### src/rtl/turn_board_writer_if.sv
// Turn-commit handshake between the turn-memory producer and the board writer.
interface turn_board_writer_if;
    logic [1:0] turn_code;
    logic [3:0] pos;
    logic       ack;
    logic       reject;

    modport master (output turn_code, output pos, input ack, input reject);
    modport slave  (input turn_code, input pos, output ack, output reject);
endinterface

### src/rtl/turn_board_writer.sv
// Tic-tac-toe board writer: applies committed moves to a 3x3 board, alternates players,
// and reports win, draw and per-turn timeout to the display logic.
module turn_board_writer #(
    parameter int unsigned TIMEOUT_CYCLES = 50000000,
    parameter int unsigned CNT_W          = 26
) (
    input  logic                 clk,
    input  logic                 rst,
    turn_board_writer_if.slave   commit_bus,
    input  logic                 new_game,
    output logic [17:0]          board,
    output logic                 player,
    output logic                 timeout,
    output logic                 win,
    output logic                 winner,
    output logic                 draw
);

    typedef enum logic [1:0] {StWait, StWrite, StCheck, StOver} state_e;

    state_e           state_q, state_d;
    logic [1:0]       turn_code_q;
    logic [3:0]       pos_q, pos_d;
    logic [17:0]      board_q, board_d;
    logic [CNT_W-1:0] cnt_q, cnt_d;
    logic             player_q, player_d;
    logic             ack_q, ack_d;
    logic             reject_q, reject_d;
    logic             timeout_q, timeout_d;
    logic             win_q, win_d;
    logic             winner_q, winner_d;
    logic             draw_q, draw_d;

    logic             commit_evt;
    logic             cnt_done;
    logic [1:0]       mark;
    logic [8:0]       occ;
    logic [15:0]      busy;
    logic             cell_bad;
    logic             line_hit;
    logic             full;

    function automatic logic line3(input logic [17:0] b, input logic [1:0] m,
                                   input int unsigned a, input int unsigned c,
                                   input int unsigned d);
        return (b[2*a +: 2] == m) && (b[2*c +: 2] == m) && (b[2*d +: 2] == m);
    endfunction

    // Rising edge onto 01 only, so a held commit code writes once.
    assign commit_evt = (commit_bus.turn_code == 2'b01) && (turn_code_q != 2'b01);
    assign cnt_done   = (cnt_q == CNT_W'(TIMEOUT_CYCLES - 1));
    assign mark       = {player_q, ~player_q};

    always_comb begin
        occ = '0;
        for (int i = 0; i < 9; i++) begin
            occ[i] = |board_q[2*i +: 2];
        end
    end

    // Indices 9..15 read as busy so out-of-range positions reject like occupied cells.
    assign busy     = {7'h7f, occ};
    assign cell_bad = busy[pos_q];
    assign full     = &occ;

    assign line_hit = line3(board_q, mark, 0, 1, 2) || line3(board_q, mark, 3, 4, 5) ||
                      line3(board_q, mark, 6, 7, 8) || line3(board_q, mark, 0, 3, 6) ||
                      line3(board_q, mark, 1, 4, 7) || line3(board_q, mark, 2, 5, 8) ||
                      line3(board_q, mark, 0, 4, 8) || line3(board_q, mark, 2, 4, 6);

    always_ff @(posedge clk) begin
        if (rst || new_game) begin
            state_q     <= StWait;
            turn_code_q <= 2'b00;
            pos_q       <= '0;
            board_q     <= '0;
            cnt_q       <= '0;
            player_q    <= 1'b0;
            ack_q       <= 1'b0;
            reject_q    <= 1'b0;
            timeout_q   <= 1'b0;
            win_q       <= 1'b0;
            winner_q    <= 1'b0;
            draw_q      <= 1'b0;
        end else begin
            state_q     <= state_d;
            turn_code_q <= commit_bus.turn_code;
            pos_q       <= pos_d;
            board_q     <= board_d;
            cnt_q       <= cnt_d;
            player_q    <= player_d;
            ack_q       <= ack_d;
            reject_q    <= reject_d;
            timeout_q   <= timeout_d;
            win_q       <= win_d;
            winner_q    <= winner_d;
            draw_q      <= draw_d;
        end
    end

    always_comb begin
        state_d = state_q;
        unique case (state_q)
            StWait:  if (commit_evt) state_d = StWrite;
            StWrite: state_d = cell_bad ? StWait : StCheck;
            StCheck: state_d = (line_hit || full) ? StOver : StWait;
            StOver:  state_d = StOver;
            default: state_d = StWait;
        endcase
    end

    always_comb begin
        pos_d     = pos_q;
        board_d   = board_q;
        cnt_d     = '0;
        player_d  = player_q;
        ack_d     = 1'b0;
        reject_d  = 1'b0;
        timeout_d = 1'b0;
        win_d     = win_q;
        winner_d  = winner_q;
        draw_d    = draw_q;
        unique case (state_q)
            StWait: begin
                if (commit_evt) begin
                    pos_d = commit_bus.pos;
                end else if (cnt_done) begin
                    timeout_d = 1'b1;
                    player_d  = ~player_q;
                end else begin
                    cnt_d = cnt_q + CNT_W'(1);
                end
            end
            StWrite: begin
                if (cell_bad) begin
                    reject_d = 1'b1;
                end else begin
                    for (int i = 0; i < 9; i++) begin
                        if (pos_q == 4'(i)) board_d[2*i +: 2] = mark;
                    end
                    ack_d = 1'b1;
                end
            end
            StCheck: begin
                if (line_hit) begin
                    win_d    = 1'b1;
                    winner_d = player_q;
                end else if (full) begin
                    draw_d = 1'b1;
                end else begin
                    player_d = ~player_q;
                end
            end
            StOver: begin
            end
            default: begin
            end
        endcase
    end

    assign commit_bus.ack    = ack_q;
    assign commit_bus.reject = reject_q;
    assign board             = board_q;
    assign player            = player_q;
    assign timeout           = timeout_q;
    assign win               = win_q;
    assign winner            = winner_q;
    assign draw              = draw_q;

endmodule
### src/flat_wrapper.sv
// flat-port wrapper written by rule: the top's interface ports become plain ports
module turn_board_writer_flat 
#(
    parameter int unsigned TIMEOUT_CYCLES = 50000000,
    parameter int unsigned CNT_W          = 26
)
  (clk, rst, new_game, board, player, timeout, win, winner, draw, commit_bus_turn_code, commit_bus_pos, commit_bus_ack, commit_bus_reject);
  turn_board_writer_if commit_bus_i ();
  input  logic clk;
  input  logic rst;
  input  logic new_game;
  output logic [17:0] board;
  output logic player;
  output logic timeout;
  output logic win;
  output logic winner;
  output logic draw;
  input wire logic [$bits(commit_bus_i.turn_code)-1:0] commit_bus_turn_code;
  input wire logic [$bits(commit_bus_i.pos)-1:0] commit_bus_pos;
  output wire logic [$bits(commit_bus_i.ack)-1:0] commit_bus_ack;
  output wire logic [$bits(commit_bus_i.reject)-1:0] commit_bus_reject;
  assign commit_bus_i.turn_code = commit_bus_turn_code;
  assign commit_bus_i.pos = commit_bus_pos;
  assign commit_bus_ack = commit_bus_i.ack;
  assign commit_bus_reject = commit_bus_i.reject;
  turn_board_writer #(.TIMEOUT_CYCLES(TIMEOUT_CYCLES), .CNT_W(CNT_W)) u_core (.clk(clk), .rst(rst), .commit_bus(commit_bus_i), .new_game(new_game), .board(board), .player(player), .timeout(timeout), .win(win), .winner(winner), .draw(draw));
endmodule
### config.mk
export PLATFORM = sky130hd
export DESIGN_NAME = turn_board_writer_flat
export DESIGN_NICKNAME = d
export VERILOG_FILES = /design/src/rtl/turn_board_writer_if.sv /design/src/rtl/turn_board_writer.sv /design/src/flat_wrapper.sv
export SDC_FILE = /design/constraint.sdc
export NUM_CORES = 1
export LEC_CHECK = 0
export ABC_AREA = 1
export CORE_MARGIN = 4
export CORE_UTILIZATION = 35
export CTS_CLUSTER_SIZE = 30
export DETAILED_ROUTE_END_ITERATION = 16
export PLACE_DENSITY_LB_ADDON = 0.12
export SYNTH_ARGS = -nofsm -noshare
export SYNTH_HDL_FRONTEND = slang
export SYNTH_SLANG_ARGS = --single-unit
### constraint.sdc
create_clock -name clk -period 1.93 [get_ports clk]
set_input_delay 0.386 -clock clk [delete_from_list [all_inputs] [get_ports clk]]
set_output_delay 0.386 -clock clk [all_outputs]
set_load 0.01 [all_outputs]
==> results list <==
- After clock tree synthesis, the clock-pin slew on the worst setup and hold paths is 0.06 ns.
- In this run the deepest clock path goes through 2 buffers.
- TritonCTS built the clock tree.
* Total power density per cell area: 617.4 nW/um^2
- Layout Cell Area excl Fill: 3737 sq um
* Number of DRC markers in iteration 0: 73
- Sequential cells were found to cover 39.02% of the synthesized design area.
- Kind of capture point of the worst setup path: output port
- Max_slew headroom: 75.97%
- Flop and latch count out of synthesis: 59
- Transition at the pin with the smallest max-transition slack: 0.3584 ns
- Summed over all failing endpoints, the final setup total negative slack is 0 ns.
* Clock root buffer master: sky130_fd_sc_hd__clkbuf_8
* Die Y: 101.0 um
- Once the floorplan was initialized, standard cells occupied 36.47% of the core.
* Leakage power of the design: 1.470 nW
- TritonCTS created 9 clock buffers.
- For this run, the number of Yosys warnings is 0.
- DRC Markers: 0
* Global-route wire length before repair: 12,320 um
- Final Setup Violations: 0
* Shortest clock period the worst path allows after layout: 1.816 ns
* Worst Min Path Start: u_core.win$_SDFFE_PP0P_
- Maximum clock frequency: 550.8 MHz
- Pin count of the biggest net entering global routing: 23
- In the final routed layout, each cell accounts on average for 12.21 um.
- Routed vias: 2,898
- Detail-routed via count per cell: 4.822
- Endpoint of the lowest-slack register-to-register path: u_core.board[1]$_SDFFE_PP0P_
- Summed over all layers, the global routing overflow is 0.
* Top Usage Layer GRT: met2
* Number of sinks driven by the clock tree: 59
- Remaining number of nets flagged by the antenna check after routing: 0
- In this run the worst path has a maximum fanout of 16.
- Hold path depth: 2
- Data arrives at the worst endpoint at 1.43 ns.
* Number of input and output port buffers inserted: 33
* Vias in the first global route: 2,717
* Count of endpoints failing hold in the final timing report: 0
- Global routing consumed, over all layers together, 15.32% of the routing resources.
* Global routing met1 resource utilization: 17.68%
- Total Routed Length: 7341 um
- STA classifies the critical path startpoint as a flop.
- Met2 Track Usage GR: 26.08%
- The synthesized design spends more area on one cell type than any other, namely sky130_fd_sc_hd__dfxtp_1.
- Fraction of layout instances using a drive strength above 1: 12.30%
* Avg Cell Area, Syn: 6.801 sq um
* Result of the run: finished, final reports clean
- The worst hold path terminates at u_core.win$_SDFFE_PP0P_.
* Mapped Nets: 455
* Number of detailed-route iterations in the first pass: 4
- Of the available clock period, the critical path in the final layout requires 94.07%.
- The clock reaches the later pin of the worst-skew pair after 0.34 ns.
- Reg2reg path depth: 9
- The tool flagged a number of max-cap violations equal to 0.
- Row generation in the floorplan step produced 33 rows.
- The core region is 8299 sq um.
* Boundary Pins: 34
- For met3 alone, demand over resource in global routing was 5.329%.
- Final Max Slew Viols: 0
* Antenna violations before repair: 0
* Netlist area before placement: 3027 sq um
- At the end of routability-driven placement, the weighted congestion stood at 0.8833.
- By startpoint and endpoint, the worst setup path is classified as flop to output port.
* Fraction of post-synthesis cell area in the top cell type by area: 39.02%
- Number of nets in the final layout: 505
* RR Startpoint: u_core.pos_q[0]$_SDFFE_PP0P_
- H-tree lvl count: 3
- By area the synthesized netlist is led by sky130_fd_sc_hd__dfxtp_1, sky130_fd_sc_hd__nand2_1, sky130_fd_sc_hd__inv_1.
* Gate count of the mapped netlist: 445
* Worst clock skew on the final layout: 0.007418 ns
- Count of antenna diodes in the layout: 0
- CP required: 1.54 ns
- Flop-to-flop setup slack: 0.17 ns
- Syn-to-layout area delta: 23.48%
- The netlist uses 37 different library cells.
- The number of setup buffers added after CTS is 0.
- Placed Area: 3556 sq um
- Class of the most critical hold timing path: flop to flop
* Hpwl dp: 5639 um
- Cts-stage hold buffer count: 0
- Area of the die: 10,200 sq um
- Peak VDD IR: 297.8 uV
- Horiz. Die Dim: 101.0 um
## Yosys cell counts (all sizes together)
| cell | instances |
|---|---|
| nor4 | 5 |
| and3 | 2 |
| buf | 7 |
| nand2 | 88 |
| a21oi | 40 |
| clkbuf | 3 |
| a211oi | 3 |
| ha | 1 |
| dfxtp | 59 |
| o31ai | 1 |
| xor2 | 2 |
| o22ai | 1 |
| o2111ai | 1 |
| nor2 | 68 |
| a31oi | 1 |
| o21a | 2 |
| nor3 | 11 |
| nand4 | 15 |
| nand3 | 35 |
| o211a | 1 |
| a31o | 2 |
| o21ai | 19 |
| or2 | 3 |
| inv | 74 |
| a22oi | 1 |
## cells by family (layout without fill, tap and decap cells)
logic type | after synthesis | count (layout) | share of synthesized area [%]
AO/OA/AOI/OAI | 72 | 72 | 13.23
XOR/XNOR | 2 | 2 | 0.5789
AND/OR/NAND/NOR | 227 | 227 | 35.84
adder cells (fa/ha/maj) | 1 | 1 | 0.4133
buffers and inverters | 84 | 135 | 10.91
flip-flops | 59 | 59 | 39.02
## power by group
| part | total, mW | internal (mW) | switching, mW |
|---|---|---|---|
| sequential | 1.23 | 1.23 | 0.00600 |
| combinational | 0.125 | 0.0512 | 0.0743 |
| clock | 0.950 | 0.508 | 0.442 |
| total | 2.31 | 1.79 | 0.522 |
## how the worst max path moves through the flow
stage | slack, ns | depth (start not counted) | start | end
final | 0.11 | 2 | u_core.player$_SDFFE_PP0P_ | player
after global routing | -0.003 | 9 | u_core.pos_q[0]$_SDFFE_PP0P_ | u_core.board[14]$_SDFFE_PP0P_
after CTS | 0.03 | 2 | u_core.player$_SDFFE_PP0P_ | player
after detailed placement | -0.01 | 8 | new_game | u_core.cnt_q[18]$_SDFF_PP0_
after global placement | -0.01 | 8 | new_game | u_core.cnt_q[18]$_SDFF_PP0_
after floorplan | 0.30 | 10 | u_core.cnt_q[0]$_SDFF_PP0_ | u_core.cnt_q[24]$_SDFF_PP0_
## state kept, by name, indices dropped and copies added (netlist names)
signal	cells
u_core.board	18
u_core.cnt_q	26
u_core.commit_bus.ack	1
u_core.commit_bus.reject	1
u_core.draw	1
u_core.player	1
u_core.pos_q	4
u_core.state_q	2
u_core.timeout	1
u_core.turn_code_q	2
u_core.win	1
u_core.winner	1
## per-stage QoR
step                      worst slack [ns]  util, %  std cells  hold WS, ns  total power, mW
final                               0.1144    45.03        601       0.4790            2.307
after global routing             -0.003494    45.03        601       0.5079            2.412
after CTS                          0.03273    44.72        601       0.4866            2.345
after detailed placement          -0.01406    42.85        589       0.4715            1.385
after global placement            -0.01136    42.85        589       0.4572            1.384
after floorplan                     0.3004        -        445       0.4405            1.330
## per-layer routing
metal | share of wire [%] | wire [um] | vias to the layer above
met5 | 0 | 0 | -
met4 | 1.9 | 143 | 0
met3 | 5.1 | 372 | 15
met2 | 48 | 3534 | 50
met1 | 45 | 3291 | 1299
li1 | - | - | 1534
## layout by cell type (no fill, tap or decap), types with 3 or more instances in the layout
| master | synthesis | layout |
|---|---|---|
| sky130_fd_sc_hd__nand4_1 | 15 | 15 |
| sky130_fd_sc_hd__clkdlybuf4s50_1 | 0 | 33 |
| sky130_fd_sc_hd__clkbuf_8 | 0 | 11 |
| sky130_fd_sc_hd__dfxtp_1 | 59 | 57 |
| sky130_fd_sc_hd__a211oi_1 | 3 | 3 |
| sky130_fd_sc_hd__nor2_1 | 62 | 61 |
| sky130_fd_sc_hd__nand2_2 | 4 | 4 |
| sky130_fd_sc_hd__o21ai_1 | 4 | 3 |
| sky130_fd_sc_hd__nor2_2 | 2 | 3 |
| sky130_fd_sc_hd__nor3_1 | 8 | 8 |
| sky130_fd_sc_hd__nor4_1 | 3 | 3 |
| sky130_fd_sc_hd__a21oi_1 | 39 | 38 |
| sky130_fd_sc_hd__nand2_1 | 83 | 83 |
| sky130_fd_sc_hd__nand3_1 | 31 | 30 |
| sky130_fd_sc_hd__buf_4 | 0 | 15 |
| sky130_fd_sc_hd__or2_2 | 3 | 3 |
| sky130_fd_sc_hd__o21ai_0 | 15 | 15 |
| sky130_fd_sc_hd__nor2_4 | 4 | 4 |
| sky130_fd_sc_hd__inv_1 | 70 | 70 |
| sky130_fd_sc_hd__nand3_2 | 4 | 5 |
## cell type report
cell class | count | area [sq um]
Clock buffer | 12 | 155.1
Fill cell | 853 | 4562
Inverter | 74 | 282.8
Multi-Input combinational cell | 302 | 1530
Sequential cell | 59 | 1184
Tap cell | 105 | 131.4
Timing Repair Buffer | 49 | 454.2
## worst max-delay path, stage by stage (launching register included)
cell and delay [ns]:
sky130_fd_sc_hd__dfxtp_2 0.37, sky130_fd_sc_hd__buf_6 0.18, sky130_fd_sc_hd__clkdlybuf4s50_1 0.55
## repair_timing
item                                   CTS  global route
setup endpoints to repair                0            23
resized for setup                        0            10
endpoints found under the hold margin    0             0
No activity file was read; power rests on OpenSTA's default activity.
